File: src/rtl/mips_io_port_pkg.sv
// rtl/mips_io_port_pkg.sv - shared I/O map constants for the mini MIPS I/O port
//
// Purpose: address map and default sizing shared by the I/O port RTL and the
//          CPU test programs (switches at IO_BASE+0, status +1, LEDs +2).
// Contents: default WIDTH/DB_CYCLES/IO_BASE, register offset enum, decode helper.
package mips_io_port_pkg;

  localparam int         WIDTH_DEF     = 8;
  localparam int         DB_CYCLES_DEF = 4;
  localparam logic [7:0] IO_BASE_DEF   = 8'hFC;

  // Register offsets from IO_BASE.
  typedef enum logic [1:0] {
    OFF_SW   = 2'd0,
    OFF_STAT = 2'd1,
    OFF_LED  = 2'd2,
    OFF_RSVD = 2'd3
  } io_off_e;

  // Everything at or above the base belongs to this block; exmem lives below it.
  function automatic logic is_io(input logic [7:0] a, input logic [7:0] base);
    return a >= base;
  endfunction

endpackage

File: src/rtl/mips_io_port_switch_debounce.sv
// rtl/mips_io_port_switch_debounce.sv - switch synchroniser and whole-vector debouncer
//
// Purpose: brings the asynchronous switch pins into the clk domain through a
//          2-FF chain, then accepts a new value only after DB_CYCLES consecutive
//          identical samples that differ from the current stable value.
// Ports:
//   clk        in   1      system clock
//   rst        in   1      synchronous active-low reset
//   switches   in   WIDTH  raw board switches
//   stable     out  WIDTH  debounced switch value
//   chg_pulse  out  1      high for the single cycle whose edge loads a new stable value
module mips_io_port_switch_debounce #(
  parameter int WIDTH     = 8,
  parameter int DB_CYCLES = 4
) (
  input  logic             clk,
  input  logic             rst,
  input  logic [WIDTH-1:0] switches,
  output logic [WIDTH-1:0] stable,
  output logic             chg_pulse
);

  localparam int             CW       = $clog2(DB_CYCLES);
  localparam logic [CW-1:0]  CNT_LAST = CW'(DB_CYCLES - 1);

  logic [WIDTH-1:0] sync_a;
  logic [WIDTH-1:0] sync_q;
  // Previous synchronised sample: lets us spot a switch to a different
  // candidate value while a count is already running.
  logic [WIDTH-1:0] sync_d;
  logic [CW-1:0]    cnt;

  logic differs;
  logic restart;
  logic accept;

  assign differs   = (sync_q != stable);
  assign restart   = (cnt != '0) && (sync_q != sync_d);
  assign accept    = differs && !restart && (cnt == CNT_LAST);
  // Combinational so the top can set its change flag on the same edge that
  // loads the new stable value.
  assign chg_pulse = accept;

  always_ff @(posedge clk) begin
    if (!rst) begin
      sync_a <= '0;
      sync_q <= '0;
      sync_d <= '0;
      stable <= '0;
      cnt    <= '0;
    end else begin
      sync_a <= switches;
      sync_q <= sync_a;
      sync_d <= sync_q;
      if (!differs) begin
        cnt <= '0;
      end else if (restart) begin
        cnt <= CW'(1);
      end else if (accept) begin
        stable <= sync_q;
        cnt    <= '0;
      end else begin
        cnt <= cnt + CW'(1);
      end
    end
  end

endmodule

File: src/rtl/mips_io_port.sv
// rtl/mips_io_port.sv - memory-mapped switch/LED responder for the mini MIPS data bus
//
// Purpose: decodes IO_BASE..IO_BASE+3, returns registered read data one cycle
//          after the address (like exmem), keeps a sticky switch-change flag
//          and the LED register.
// Ports:
//   clk        in   1      system clock
//   rst        in   1      synchronous active-low reset
//   adr        in   8      CPU byte address
//   memwrite   in   1      CPU write strobe
//   writedata  in   WIDTH  CPU write data
//   io_sel     out  1      combinational: adr is in the I/O window
//   iodata     out  WIDTH  registered read data
//   switches   in   WIDTH  raw board switches
//   LEDS       out  WIDTH  LED register
module mips_io_port
  import mips_io_port_pkg::*;
#(
  parameter int         WIDTH     = WIDTH_DEF,
  parameter logic [7:0] IO_BASE   = IO_BASE_DEF,
  parameter int         DB_CYCLES = DB_CYCLES_DEF
) (
  input  logic             clk,
  input  logic             rst,
  input  logic [7:0]       adr,
  input  logic             memwrite,
  input  logic [WIDTH-1:0] writedata,
  output logic             io_sel,
  output logic [WIDTH-1:0] iodata,
  input  logic [WIDTH-1:0] switches,
  output logic [WIDTH-1:0] LEDS
);

  logic [WIDTH-1:0] sw_stable;
  logic             chg_pulse;
  logic             chg;
  io_off_e          off;
  logic             rd_en;
  logic             rd_sw;
  logic             wr_led;
  logic [WIDTH-1:0] rd_mux;

  mips_io_port_switch_debounce #(
    .WIDTH     (WIDTH),
    .DB_CYCLES (DB_CYCLES)
  ) u_debounce (
    .clk       (clk),
    .rst       (rst),
    .switches  (switches),
    .stable    (sw_stable),
    .chg_pulse (chg_pulse)
  );

  assign io_sel = is_io(adr, IO_BASE);
  assign off    = io_off_e'(2'(adr - IO_BASE));
  assign rd_en  = io_sel && !memwrite;
  assign rd_sw  = rd_en && (off == OFF_SW);
  assign wr_led = io_sel && memwrite && (off == OFF_LED);

  always_comb begin
    rd_mux = '0;
    unique case (off)
      OFF_SW:   rd_mux = sw_stable;
      OFF_STAT: rd_mux = {{(WIDTH-1){1'b0}}, chg};
      OFF_LED:  rd_mux = LEDS;
      default:  rd_mux = '0;
    endcase
  end

  always_ff @(posedge clk) begin
    if (!rst) begin
      iodata <= '0;
      LEDS   <= '0;
      chg    <= 1'b0;
    end else begin
      if (rd_en) begin
        iodata <= rd_mux;
      end
      if (wr_led) begin
        LEDS <= writedata;
      end
      // A new value arriving on the same edge as a SW read must not be lost.
      if (chg_pulse) begin
        chg <= 1'b1;
      end else if (rd_sw) begin
        chg <= 1'b0;
      end
    end
  end

endmodule

File: config.mk
export PLATFORM = sky130hd
export DESIGN_NAME = mips_io_port
export DESIGN_NICKNAME = d
export VERILOG_FILES = /design/src/rtl/mips_io_port_pkg.sv /design/src/rtl/mips_io_port_switch_debounce.sv /design/src/rtl/mips_io_port.sv
export SDC_FILE = /design/constraint.sdc
export NUM_CORES = 1
export LEC_CHECK = 0
export ABC_AREA = 1
export BUFFER_PORTS_ARGS = -buffer_cell sky130_fd_sc_hd__buf_4
export CAP_MARGIN = 5
export CORE_UTILIZATION = 54
export CTS_CLUSTER_SIZE = 8
export DETAILED_ROUTE_END_ITERATION = 8
export PLACE_DENSITY = 0.79
export SKIP_LAST_GASP = 1
export SYNTH_ARGS = -nofsm -noshare
export SYNTH_HDL_FRONTEND = slang
export SYNTH_SLANG_ARGS = --single-unit
File: constraint.sdc
create_clock -name clk -period 3.2 [get_ports clk]
set_clock_uncertainty 0.15 [all_clocks]
set_input_delay 0.32 -clock clk [delete_from_list [all_inputs] [get_ports clk]]
set_output_delay 0.32 -clock clk [all_outputs]
set_load 0.02 [all_outputs]
==> results.py <==
metrics = {
    "cts": {
        "cts_setup_buffers": 0,
        "worst_skew_pair.late_latency_ps": 300,
        "tritoncts": "yes",
        "cts_num_sinks": 51,
        "cts.clk_slew.worst_paths_ps": 80,
        "cts_htree_levels": 2,
        "post_cts_resized": 0,
        "numCtsBuffers": 5,
        "cts-root-buf": "clkbuf_8",
        "cts_buffer_depth": 2,
        "postCtsHoldBufs": 0,
    },
    "synthesis": {
        "synth_top_cell_by_area": "dfxtp_1",
        "synth-async-reset-ratio_pct": 0,
        "yosys_warnings": 0,
        "syn-instance-count": 304,
        "synth-edff-count": 0,
        "ys.flop_type": "dfxtp_1",
        "yosysMostFrequentCell": "nand2_1",
        "syn_avg_cell_area_um2": 7.04,
        "synthTopCellsByArea": "dfxtp_1 48%, nand2_1 16%, inv_1 9.1%",
        "synth_seq_cells": 51,
        "netlist-cell-type-count": 19,
        "ys_seq_area_share_pct": 47.7,
        "synth_area_um2": 2140,
        "syn_nets": 333,
        "yosysTopAreaCellShare_pct": 47.7,
        "yosys-top-cells-count": "93 x nand2_1, 52 x inv_1, 51 x dfxtp_1, 35 x nor2_1, 24 x nand3_1",
    },
    "layout": {
        "num-nets-final": 375,
        "area_delta_synth_final_pct": 18.3,
        "layout-drive-gt1-share_pct": 15.9,
        "final_area_um2": 2530,
        "n_antenna_cell": 0,
        "fin_util_pct": 67.6,
    },
    "die": {
        "pin_count": 44,
        "num_rows": 22,
        "dieArea_um2": 4220,
        "coreArea_um2": 3740,
        "die_x_um": 64.9,
        "die_h_um": 64.9,
        "start_util_pct": 57.2,
    },
    "place": {
        "placed_cell_area_um2": 2460,
        "gp_congestion": 0.809,
        "portBuffers": 43,
        "dpl.hpwl_um": 2880,
        "dp_slack_ps": 1440,
    },
    "flow_run": {
        "max-cap-violations": 0,
    },
    "sta": {
        "max_freq_mhz": 582,
        "timing.final.ws_setup_ps": 1480,
        "period_minus_slack_ps": 1720,
        "setup_viol": 0,
        "hold_viol_final": 0,
        "finalMaxSlewViolations": 0,
        "finalSetupTns_ps": 0,
        "rsz0062_at_grt": "false",
        "worstMarginPinSlew_ps": 610,
        "slew_headroom_pct": 59.3,
        "period_share_pct": 53.7,
    },
    "global_routing": {
        "grt_pass1_wl_um": 7020,
        "grt_max_degree": 44,
        "track_usage_pct": 21.7,
        "gr-total-overflow": 0,
        "grt_pass1_vias": 1689,
        "grt_antenna_before_repair": 0,
    },
    "detailed_routing": {
        "drtAntennaViolNets": 0,
        "routed-wl-met2_um": 1890,
        "drc": 0,
        "totalWireLength_um": 4030,
        "wl_per_cell_um": 10.3,
        "dr_wl_met3_um": 119,
        "wl_met1_um": 1960,
        "highest_layer": "met4",
        "vias": 1839,
        "drt_pass1_iterations": 4,
        "vias_per_cell": 4.68,
        "drtIter0Drc": 61,
    },
    "power_and_ir_drop": {
        "power_density_nw_per_um2": 445,
        "p_clk_share_pct": 29.7,
        "p_sw_uw": 276,
        "power_frac_seq_pct": 59.3,
        "switching_share_pct": 24.5,
        "p_int_uw": 852,
        "p_comb_share_pct": 11.0,
        "power.leakage_uw": 0.00130,
        "vdd_ir_drop_max_mv": 0.332,
    },
    "min_path": {
        "hold_path.class": "primary input to flop",
    },
    "worst_setup_path": {
        "crit_type": "flop to flop",
        "cp-end-kind": "flop",
        "arrival_ps": 1750,
        "cp.required_ps": 3240,
        "start_kind": "flop",
        "critPathMaxFanout": 17,
    },
    "status": {
        "outcome": "completed",
    },
}
per-layer routing:
metal  global-route usage (%)  up-vias
li1                         -      997
met1                     25.5      819
met2                     36.7       18
met3                     6.34        5
met4                     8.33        0
met5                        0        -
critical path: stages, from the launching register on:
cell	delay, ps
dfxtp_1	350
inv_1	90
nand2_1	50
nand2_1	60
nor2_1	30
nand2_1	60
nor2_1	50
nor2_2	470
nand2_1	150
nand2_1	100
nor2_1	40
flip-flops by register name, summed over array words and instances (netlist names):
| signal | flops |
|---|---|
| iodata | 8 |
| u_debounce.cnt | 2 |
| u_debounce.sync_a | 8 |
| u_debounce.sync_q | 8 |
| chg | 1 |
| LEDS | 8 |
| u_debounce.stable | 8 |
| u_debounce.sync_d | 8 |
cells by family after synthesis:
| family | after synthesis | share of synthesized area (%) |
|---|---|---|
| AOI/OAI and AO/OA | 28 | 7.13 |
| DFF | 51 | 47.7 |
| buffers and inverters | 62 | 12.5 |
| adders and majority gates | 2 | 1.17 |
| xor gates and xnor gates | 3 | 1.23 |
| and+or+nand+nor | 158 | 30.3 |
power groups by stage:
stage                     combinational [uW]  clock (uW)  sequential (uW)
after floorplan                         92.0           0              680
after global placement                   122           0              682
after detailed placement                 125           0              683
after CTS                                125         347              668
after global routing                     146         365              671
final                                    124         335              668
cells in the final DEF (no fill, tap or decap):
master    instances
nand3_1          24
xnor2_1           3
dfxtp_1          51
clkbuf_8          5
nor2_1           35
nand2_2           1
clkbuf_1          1
a21oi_1          10
a31oi_1           7
buf_4            43
nand2_1          93
inv_2             2
and3_1            1
a221oi_1          1
ha_1              2
nor2_4            2
o21ai_0          10
nor2_2            2
inv_1            52
stage by stage:
step	total power, uW	hold WS, ps	instances
floorplan	772	240	304
global placement	804	244	387
detailed placement	808	252	387
CTS	1140	36.1	393
global route	1180	46.2	393
finish	1130	48.5	393
worst paths after layout:
path | startpoint | end | slack, ps | depth (start not counted)
worst max register to register | u_debounce.sync_q[3] | u_debounce.cnt[0] | 1480 | 10
worst max-delay path | u_debounce.sync_q[3] | u_debounce.cnt[0] | 1480 | 10
worst min register to register | u_debounce.sync_a[7] | u_debounce.sync_q[7] | 270 | 2
worst min-delay path | switches[5] | u_debounce.sync_a[5] | 50 | 3
cell type report:
cell class / instances / area [um^2]
Clock buffer: 6 / 72.6
Timing Repair Buffer: 43 / 323
Sequential cell: 51 / 1020
Tap cell: 48 / 60.1
Multi-Input combinational cell: 191 / 852
Fill cell: 357 / 1210
Inverter: 54 / 203
Note: power is estimated with default switching activity, not from simulation.
